<file path="src/rtl/mult32_seq_pkg.sv">
// Shared widths, FSM state encodings and the final-count constant for mult32_seq.
package mult32_pkg;

  localparam int MULT_W = 32;
  localparam int CNT_W  = 5;

  localparam logic [1:0] ST_IDLE = 2'd0;
  localparam logic [1:0] ST_RUN  = 2'd1;
  localparam logic [1:0] ST_DONE = 2'd2;

  localparam logic [CNT_W-1:0] LAST_CNT = 5'd31;

endpackage

</file>
<file path="src/rtl/mult32_seq_add32.sv">
// Partial-product adder for mult32_seq: W-bit sum with carry-out.
module add32 #(
  parameter int W = 32
) (
  input  logic [W-1:0] a,
  input  logic [W-1:0] b,
  output logic [W-1:0] sum,
  output logic         cout
);

  assign {cout, sum} = {1'b0, a} + {1'b0, b};

endmodule

</file>
<file path="src/rtl/mult32_seq.sv">
// Sequential shift-add 32x32 multiplier with start/busy/done handshake.
// Optional signed mode is enabled by defining MULT32_SIGNED_EN.
module mult32_seq
  import mult32_pkg::*;
#(
  parameter int WIDTH = MULT_W
) (
  input  logic             clk,
  input  logic             reset_n,
  input  logic             start,
  input  logic             sgn,
  input  logic [WIDTH-1:0] A,
  input  logic [WIDTH-1:0] B,
  output logic             busy,
  output logic             done,
  output logic [WIDTH-1:0] P_hi,
  output logic [WIDTH-1:0] P_lo
);

  localparam logic [2*WIDTH-1:0] ONE = {{(2*WIDTH-1){1'b0}}, 1'b1};

  logic [1:0]         state;
  logic [CNT_W-1:0]   cnt;
  logic [WIDTH-1:0]   mcand;
  logic               neg_q;

  logic [WIDTH-1:0]   a_cap;
  logic [WIDTH-1:0]   b_cap;
  logic               neg_cap;

  logic [WIDTH-1:0]   add_sum;
  logic               add_cout;
  logic [WIDTH-1:0]   part_hi;
  logic               part_c;
  logic [2*WIDTH-1:0] step_prod;
  logic [2*WIDTH-1:0] final_prod;

`ifdef MULT32_SIGNED_EN
  // Signed requests multiply magnitudes; the sign is reapplied on the last step.
  always_comb begin
    a_cap   = A;
    b_cap   = B;
    neg_cap = 1'b0;
    if (sgn) begin
      if (A[WIDTH-1]) a_cap = -A;
      if (B[WIDTH-1]) b_cap = -B;
      neg_cap = A[WIDTH-1] ^ B[WIDTH-1];
    end
  end
`else
  logic unused_sgn;
  assign unused_sgn = sgn;
  assign a_cap      = A;
  assign b_cap      = B;
  assign neg_cap    = 1'b0;
`endif

  add32 #(.W(WIDTH)) u_add (
    .a   (P_hi),
    .b   (mcand),
    .sum (add_sum),
    .cout(add_cout)
  );

  always_comb begin
    part_c  = 1'b0;
    part_hi = P_hi;
    if (P_lo[0]) begin
      part_c  = add_cout;
      part_hi = add_sum;
    end
  end

  // The 65-bit {carry, hi, lo} shifted right by one keeps the low 64 bits.
  assign step_prod  = {part_c, part_hi, P_lo[WIDTH-1:1]};
  assign final_prod = neg_q ? (~step_prod + ONE) : step_prod;

  always_ff @(posedge clk or negedge reset_n) begin
    if (!reset_n) begin
      state <= ST_IDLE;
      cnt   <= '0;
      mcand <= '0;
      neg_q <= 1'b0;
      busy  <= 1'b0;
      done  <= 1'b0;
      P_hi  <= '0;
      P_lo  <= '0;
    end else begin
      case (state)
        ST_IDLE, ST_DONE: begin
          done <= 1'b0;
          if (start) begin
            mcand <= a_cap;
            P_hi  <= '0;
            P_lo  <= b_cap;
            cnt   <= '0;
            neg_q <= neg_cap;
            busy  <= 1'b1;
            state <= ST_RUN;
          end else begin
            busy  <= 1'b0;
            state <= ST_IDLE;
          end
        end
        ST_RUN: begin
          cnt <= cnt + 1'b1;
          if (cnt == LAST_CNT) begin
            {P_hi, P_lo} <= final_prod;
            busy  <= 1'b0;
            done  <= 1'b1;
            state <= ST_DONE;
          end else begin
            {P_hi, P_lo} <= step_prod;
          end
        end
        default: begin
          busy  <= 1'b0;
          done  <= 1'b0;
          state <= ST_IDLE;
        end
      endcase
    end
  end

endmodule
</file>
<file path="config.mk">
export PLATFORM = sky130hd
export DESIGN_NAME = mult32_seq
export DESIGN_NICKNAME = d
export VERILOG_FILES = /design/src/rtl/mult32_seq_pkg.sv /design/src/rtl/mult32_seq_add32.sv /design/src/rtl/mult32_seq.sv
export SDC_FILE = /design/constraint.sdc
export NUM_CORES = 1
export LEC_CHECK = 0
export CAP_MARGIN = 20
export CORE_MARGIN = 3
export CORE_UTILIZATION = 45
export CTS_BUF_LIST = sky130_fd_sc_hd__clkbuf_4
export DETAILED_ROUTE_END_ITERATION = 8
export PLACE_DENSITY = 0.73
export SYNTH_ARGS = -nofsm -noshare
export SYNTH_HDL_FRONTEND = slang
export SYNTH_HIERARCHICAL = 1
export SYNTH_SLANG_ARGS = --single-unit
</file>
<file path="constraint.sdc">
create_clock -name clk -period 3.2 [get_ports clk]
set_input_delay 0.32 -clock clk [delete_from_list [all_inputs] [get_ports clk]]
set_output_delay 0.32 -clock clk [all_outputs]
set_load 0.005 [all_outputs]
</file>
# After elaboration in Yosys (flattened, before gate mapping)
# Cells that the tools add are included.
[word_totals]
ff_bits = 105
latchBits = 0
ram_bits = 0
mem_bits_ro = 0
input_bits = 68
output_inout_bits = 66
memories = 0
[op_classes]
n_addsub = 2
n_mul = 0
n_div = 0
order_cmp = 0
n_eq_ne = 5
shift = 0
n_mux = 16
bitwise = 0
n_reduce_logical = 5
[ops]
columns = ["operator", "count"]
rows = [
  ["32-bit one-hot mux with 2 select lines", 2],
  ["32-bit two-way mux", 3],
  ["32-bit by 32-bit adder with 33-bit output", 1],
  ["5-bit one-hot mux with 2 select lines", 1],
  ["1-bit two-way mux", 6],
  ["5-bit by 1-bit adder with 5-bit output (second input constant)", 1],
  ["5-bit == test (second input constant)", 1],
  ["5-bit two-way mux", 1],
  ["2-bit inequality test (second input constant)", 2],
  ["2-bit one-hot mux with 2 select lines", 1],
  ["2-bit AND reduction", 2],
  ["2-bit by 1-bit == test with 1-bit output (second input constant)", 1],
  ["2-bit == test (second input constant)", 1],
  ["2-bit logical NOT", 1],
  ["2-bit two-way mux", 1],
  ["1-bit one-hot mux with 2 select lines", 1],
  ["2-bit nonzero test", 1],
  ["2-bit OR reduction", 1],
]

# Depth between registers and ports, before layout
# Gate-level depths: netlist of run 1.
[logic_depth]
depth_word = 4
mapped_depth = 11
depth_no_buf = 10

# Cells and area by module
# Netlist of run 1, hierarchy kept.
[by_module_without_submodules]
columns = ["module", "instances", "cells_each", "area_each_um2", "seq_area_each_um2"]
rows = [
  ["mult32_seq", 1, 417, 4440.5, 2602.5],
  ["add32", 1, 274, 1901.8, 0.0],
]

# Least setup slack after synthesis of run 1
# OpenSTA, ideal clock, no wires.
[synth_timing]
path_type = "reg-to-reg"
startpoint = "reg P_hi[0]"
endpoint = "reg P_hi[27]"
setup_ns = 0.123
t_arrival_ns = 2.395
required_ns = 3.077
path_slack_ns = 0.682
path_stages_with_launch = 11
synth_period_minus_slack_ns = 2.518
path_cell_list = "dfrtp_1 ha_1 fa_1 a211oi_1 o211ai_1 a21oi_1 nor3_1 or2_2 o211a_1 mux2i_1 o2bb2ai_1"
[synth_via]
elab_chain_len = 3
[synth_lines]
columns = ["element", "line_no", "source"]
rows = [
  ["start, declared", "mult32_seq.sv:16", "output logic [WIDTH-1:0] P_hi,"],
  ["start signal, assigned", "mult32_seq.sv:108", "{P_hi, P_lo} <= final_prod;"],
  ["start signal, assigned", "mult32_seq.sv:113", "{P_hi, P_lo} <= step_prod;"],
  ["32-bit by 32-bit adder with 33-bit output", "mult32_seq_add32.sv:11", "assign {cout, sum} = {1'b0, a} + {1'b0, b};"],
  ["net add_sum[28]", "mult32_seq.sv:31", "logic [WIDTH-1:0] add_sum;"],
  ["32-bit two-way mux", "mult32_seq.sv:68", "if (P_lo[0]) begin"],
  ["32-bit one-hot mux with 2 select lines", "mult32_seq.sv:89", "case (state)"],
]
# The timed path passes the listed nets, and every way through them passes these cells.
# A chain may end at the register's enable or synchronous reset.

# Worst setup path in the final report of run 1
# Same ends and word-level chain as after synthesis.

==> flow_metrics.tcl, run 1 <==
set metrics [dict create \
    status "completed" \
    dieArea_um2 15560 \
    syn_inst 691 \
    p_seq_share_pct 28.5 \
    rows 42 \
    track_usage_pct 21.33 \
    grt_pass1_vias 5846 \
    grt_pass1_wl_um 28060 \
    cts_tree "yes" \
    setup_violations 0 \
    finalNonFillerCells 980 \
    finalHoldWorstSlack_ps 321.4 \
    maxCapViolations 0 \
    avgViaCountPerCell 5.783 \
    ys_top_cells_by_area "dfrtp_1 41%, nand2_1 9.0%, ha_1 6.7%" \
    period_share_pct 90.95 \
    die_y_um 124.7 \
    critPathKind "register to register" \
    fin_skew_ps 24.89 \
    top_level_ports 134 \
    fp.dieW_um 124.7 \
    hold_class "input pin to register" \
    clkTransAtPathRegs_ps 180 \
    worstSkewPairLatency_ps 500 \
    initial_core_util_pct 46.96 \
    sw_frac_of_total_pct 44.75 \
    ys_async_sr_fraction_pct 100.0 \
    grt_setup_unrepaired "false" \
    cts_root_buffer "clkbuf_4" \
    arrival_ps 3300 \
    synth_nets 794 \
    yosys.area.top_type_share_pct 41.03 \
    syn_avg_cell_area_um2 9.178 \
    coreArea_um2 13510 \
    n_antenna_cell 0 \
    ys.flop_type "dfrtp_1" \
    dp.cells 962 \
    io_buffers 132 \
    antenna_found_initial 0 \
    hold_viol 0 \
    layout.nets 902 \
    drv_slew 0 \
    power.internal_mw 4.993 \
    wl_per_cell_um 16.78 \
    path_cells "ha_1 -> fa_1 -> a211oi_1 -> o211ai_1 -> a21oi_1 -> nor3_1 -> or2_2 -> o211a_1 -> mux2i_1 -> o2bb2ai_1" \
    dp_slack_ps 328.5 \
    htreeDepth 3 \
    tns_ps 0 \
    worst_path_max_delay_cell "dfrtp_1" \
    wirelength_um 16440 \
    drt_iter0_markers 390 \
    slew_headroom_pct 40.29 \
    cp_max_fo 4 \
    ys_warn_count 6 \
    drive_above_1_share_pct 5.224 \
    ys_ff_latch 104 \
    p_leak_nw 3.610 \
    synth_area_um2 6342 \
    netlist_top_cells_count "152 x nand2_1, 104 x dfrtp_1, 46 x nand3_1, 38 x a21oi_1, 35 x mux2i_1" \
    tightest_slew_ps 893.5 \
    yosysMostFrequentCell "nand2_1" \
    pwr-share-clk_pct 8.4 \
    ys_seq_area_share_pct 41.03 \
    cts_buffers 9 \
    utilization_pct 58.65 \
    slowest_delay_ps 440 \
    cts_setup_buffers 0 \
    required_ps 3590 \
    synth_edf_count 0 \
    synth_top_cell_by_area "dfrtp_1" \
    vias 5667 \
    max_clock_freq_mhz 343.6 \
    syn2layout_area_growth_pct 24.90 \
    post-route-drc-count 0 \
    grt_max_degree 56 \
    firstDrtPassIters 5 \
    cts.sinks 104 \
    place.gp.congestion 0.9280 \
    drtAntennaViolNets 0 \
    power_density_nw_per_um2 1141 \
    power_frac_comb_pct 63.1 \
    start_kind "register" \
    worst_setup_path_end_kind "register" \
    clock_path_buffers 2 \
    p_sw_mw 4.044 \
    ir_drop_mv 0.5923 \
    grt.overflow.total 0 \
    fin_ws_ps 289.7 \
    hpwl_um 11680 \
    min_period_ps 2910 \
    synth_cell_type_count 61 \
]
==> power by group through the flow <==
stage	registers [mW]	logic (mW)	clock network, mW
after global routing	2.69	6.37	0.838
after floorplan	2.45	3.98	0
after global placement	2.57	5.49	0
after detailed placement	2.59	5.63	0
final	2.57	5.70	0.762
after CTS	2.58	5.67	0.791
==> layer usage <==
layer / vias up / routed length [um] / global-route usage, %
met5: - / 0 / 0
met4: 0 / 344 / 5.932
met3: 29 / 1081 / 5.875
met2: 197 / 7809 / 34.61
met1: 2724 / 7210 / 28.06
li1: 2717 / - / -
==> repair_timing <==
action / CTS / global route
endpoints found under the hold margin: 49 / 0
setup endpoints to repair: 0 / 1
gates resized for setup: 0 / 1
hold buffers: 1 / 0
==> placed cells by master, fill, tap and decap left out, drive strengths merged, types with 20 or more instances in the layout <==
cell | synthesis | routed
dfrtp | 104 | 104
nand2 | 152 | 152
o2bb2ai | 31 | 31
mux2i | 35 | 35
nand3 | 46 | 46
clkdlybuf4s50 | 0 | 131
a21oi | 38 | 38
nor2 | 20 | 20
ha | 34 | 34
a22oi | 31 | 31
==> area by class of cell <==
cell class	count	area [um^2]
clock buffers	9	67.56
well taps	176	220.2
inverters	9	33.78
fillers	1200	5584
multi-input cells	535	3493
clock inverters	7	96.34
repair buffers	140	1406
flip-flops and latches	104	2604
==> sequential cells by signal (all words and copies together) (netlist names) <==
| name | cells |
|---|---|
| state | 1 |
| P_hi | 32 |
| mcand | 32 |
| busy | 1 |
| cnt | 5 |
| done | 1 |
| P_lo | 32 |
==> cell families after synthesis <==
family	Yosys count	synth area share [%]
compound gates	181	20.50
flops	104	41.03
xor+xnor	27	3.728
fa+ha+maj	35	7.023
buf+inv	52	4.143
mux	36	5.701
simple gates	256	17.87
==> worst max-delay path: cells and delay by family (launching register included) <==
kind,cells,cell delay [ps]
AOI/OAI and AO/OA,5,1110
adders and majority gates,2,670
and+or+nand+nor,2,460
DFF,1,440
muxes,1,140
==> per-stage QoR <==
| stage | power [mW] | cell area (um^2) |
|---|---|---|
| after CTS | 9.037 | 7895 |
| after floorplan | 6.426 | 6342 |
| after global placement | 8.061 | 7721 |
| after detailed placement | 8.222 | 7721 |
| final | 9.036 | 7921 |
| after global routing | 9.890 | 7921 |
==> final timing paths <==
kind / start / endpoint / slack, ps / depth (start not counted)
hold / removal: A[6] / mcand[6] / 320 / 3
max in group asynchronous: reset_n / P_lo[0] / 2090 / 3
hold reg to reg: mcand[30] / mcand[30] / 510 / 2
min in group asynchronous: reset_n / P_lo[12] / 380 / 2
setup reg to reg: P_hi[0] / P_hi[27] / 290 / 10
setup / recovery: P_hi[0] / P_hi[27] / 290 / 10
(Power assumes the default switching activity.)
==> inputs of run 2 (changes only) <==
--- a/config.mk
+++ b/config.mk
@@ -10,6 +10,7 @@
 export CORE_UTILIZATION = 45
 export CTS_BUF_LIST = sky130_fd_sc_hd__clkbuf_4
 export DETAILED_ROUTE_END_ITERATION = 8
+export HOLD_SLACK_MARGIN = 0.03
 export PLACE_DENSITY = 0.73
 export SYNTH_ARGS = -nofsm -noshare
 export SYNTH_HDL_FRONTEND = slang
==> results of run 2 <==
Same layout as run 1: the final DEF is identical, and so are final timing and power.
==> inputs of run 3 (changes only) <==
--- a/config.mk
+++ b/config.mk
@@ -10,6 +10,7 @@
 export CORE_UTILIZATION = 45
 export CTS_BUF_LIST = sky130_fd_sc_hd__clkbuf_4
 export DETAILED_ROUTE_END_ITERATION = 8
+export GPL_ROUTABILITY_DRIVEN = 0
 export HOLD_SLACK_MARGIN = 0.03
 export PLACE_DENSITY = 0.73
 export SYNTH_ARGS = -nofsm -noshare
==> run 3 against run 2 <==
Against the previous run: sequential power about the same; die area unchanged; hold slack got worse by 110 ps; final area about the same; cell count increased by 0.20%; sequential share of layout area about the same; clock-buffer cell count unchanged; global-route usage decreased by 0.16 points; worst setup slack improved by 15 ps; register-to-register slack about the same.
==> flow_metrics.tcl, run 3 (synthesis gave the netlist of run 1 again) <==
set metrics [dict create \
    top_regs "P_hi: 32 flops, P_lo: 32 flops, mcand: 32 flops" \
    grt_setup_unrepaired "false" \
    top_level_ports 134 \
    drtAntennaViolNets 0 \
    dp.cells 962 \
    wl_met3_um 1137 \
    dr_wl_met2_um 7852 \
    slew_headroom_pct 27.30 \
    min_period_ps 2896 \
    tns_ps 0 \
    rows 42 \
    status "completed" \
    die_y_um 124.7 \
    firstDrtPassIters 5 \
    final-seq-area_um2 2604 \
    p_leak_nw 3.619 \
    worst_setup_path_end_kind "register" \
    wirelength_um 16380 \
    hpwl_um 11680 \
    finalNonFillerCells 982 \
    grt_pass1_vias 5671 \
    cts_setup_buffers 0 \
    hold_viol 0 \
    total_power_mw 9.029 \
    ir_drop_mv 0.4871 \
    critPathKind "register to register" \
    power_density_nw_per_um2 1139 \
    cts_root_buffer "clkbuf_4" \
    start_kind "register" \
    grt_pass1_wl_um 27740 \
    worst_r2r_path_depth 10 \
    final_cell_mix "152 x nand2_1, 131 x clkdlybuf4s50_1, 103 x dfrtp_1" \
    drt_iter0_markers 343 \
    syn2layout_area_growth_pct 24.96 \
    final_common_cell "nand2_1" \
    setup_violations 0 \
    htreeDepth 3 \
    cts.sinks 104 \
    cts_tree "yes" \
    dieArea_um2 15560 \
    drive_above_1_share_pct 5.342 \
    fill_cells 1182 \
    max_clock_freq_mhz 345.3 \
    clock_path_buffers 2 \
    required_ps 3560 \
    layout.nets 903 \
    grt_max_degree 81 \
    fin_skew_ps 21.65 \
    drv_slew 0 \
    period_share_pct 90.49 \
    post-route-drc-count 0 \
    track_usage_pct 21.17 \
    vias 5690 \
    wl_per_cell_um 16.68 \
    fp.dieW_um 124.7 \
    multiInputGateArea_um2 3492 \
    worstSkewPairLatency_ps 500 \
    tightest_slew_ps 1090 \
    met1_length_um 7116 \
    coreArea_um2 13510 \
    clkTransAtPathRegs_ps 180 \
    io_buffers 132 \
    antenna_found_initial 0 \
    grt.overflow.total 0 \
    cts_buffers 9 \
    top_layer_used "met4" \
    avgViaCountPerCell 5.794 \
    hold_class "input pin to asynchronous set/reset pin" \
    arrival_ps 3250 \
    cp_max_fo 4 \
    maxCapViolations 0 \
    initial_core_util_pct 46.96 \
]
-- run 3: path summary, 6_finish.rpt --
check,from,to,slack [ps]
setup / recovery,P_hi[0],P_hi[27],300
hold / removal,reset_n,P_hi[17],220
setup reg to reg,P_hi[0],P_hi[27],300
hold reg to reg,cnt[3],cnt[3],510
max in group asynchronous,reset_n,P_lo[5],2130
min in group clk,A[9],mcand[9],310
-- run 3: critical path, cell delays in order, from the launching register on --
cell       delay, ps
dfrtp_1          440
ha_1             240
fa_1             440
a211oi_1         310
o211ai_1         190
a21oi_2          210
nor3_1           110
or2_2            320
o211a_1          240
mux2i_1          150
o2bb2ai_1         90
-- run 3: layout make-up --
type | instances | area share [%]
multi-input combinational | 535 | 44.06
sequential | 104 | 32.85
timing repair buffer | 141 | 17.93
tap | 176 | 2.779
clock inverter | 7 | 1.058
clock buffer | 9 | 0.8525
inverter | 9 | 0.4263
antenna | 1 | 0.03158
-- run 3: stage by stage --
stage | instance area [um^2] | util [%] | hold WS (ps) | setup WS, ps
2_1_floorplan | 6342 | - | 24.41 | 682.4
3_3_place_gp | 7709 | 57.08 | 453.0 | 396.0
3_5_place_dp | 7709 | 57.08 | 476.5 | 347.3
4_1_cts | 7870 | 58.27 | 271.1 | 282.3
5_1_grt | 7923 | 58.66 | 181.4 | 58.48
6_report | 7925 | 58.68 | 215.2 | 304.3
-- run 3: metal layers --
| metal | up-vias | global-route usage [%] |
|---|---|---|
| li1 | 2727 | - |
| met1 | 2727 | 26.66 |
| met2 | 207 | 35.31 |
| met3 | 29 | 6.947 |
| met4 | 0 | 5.093 |
| met5 | - | 0 |
-- run 3: repair_timing --
| item | in CTS | in global routing |
|---|---|---|
| endpoints found under the setup margin | 0 | 3 |
| endpoints found under the hold margin | 78 | 0 |
| hold buffers | 1 | 0 |
| resized for setup | 0 | 2 |
-- run 3: power breakdown --
group	total [mW]	internal, mW	switching, mW	leakage, nW
clock network	0.754	0.256	0.497	0.0852
logic	5.70	2.76	2.93	2.26
registers	2.58	1.96	0.615	1.28
total	9.03	4.98	4.05	3.62
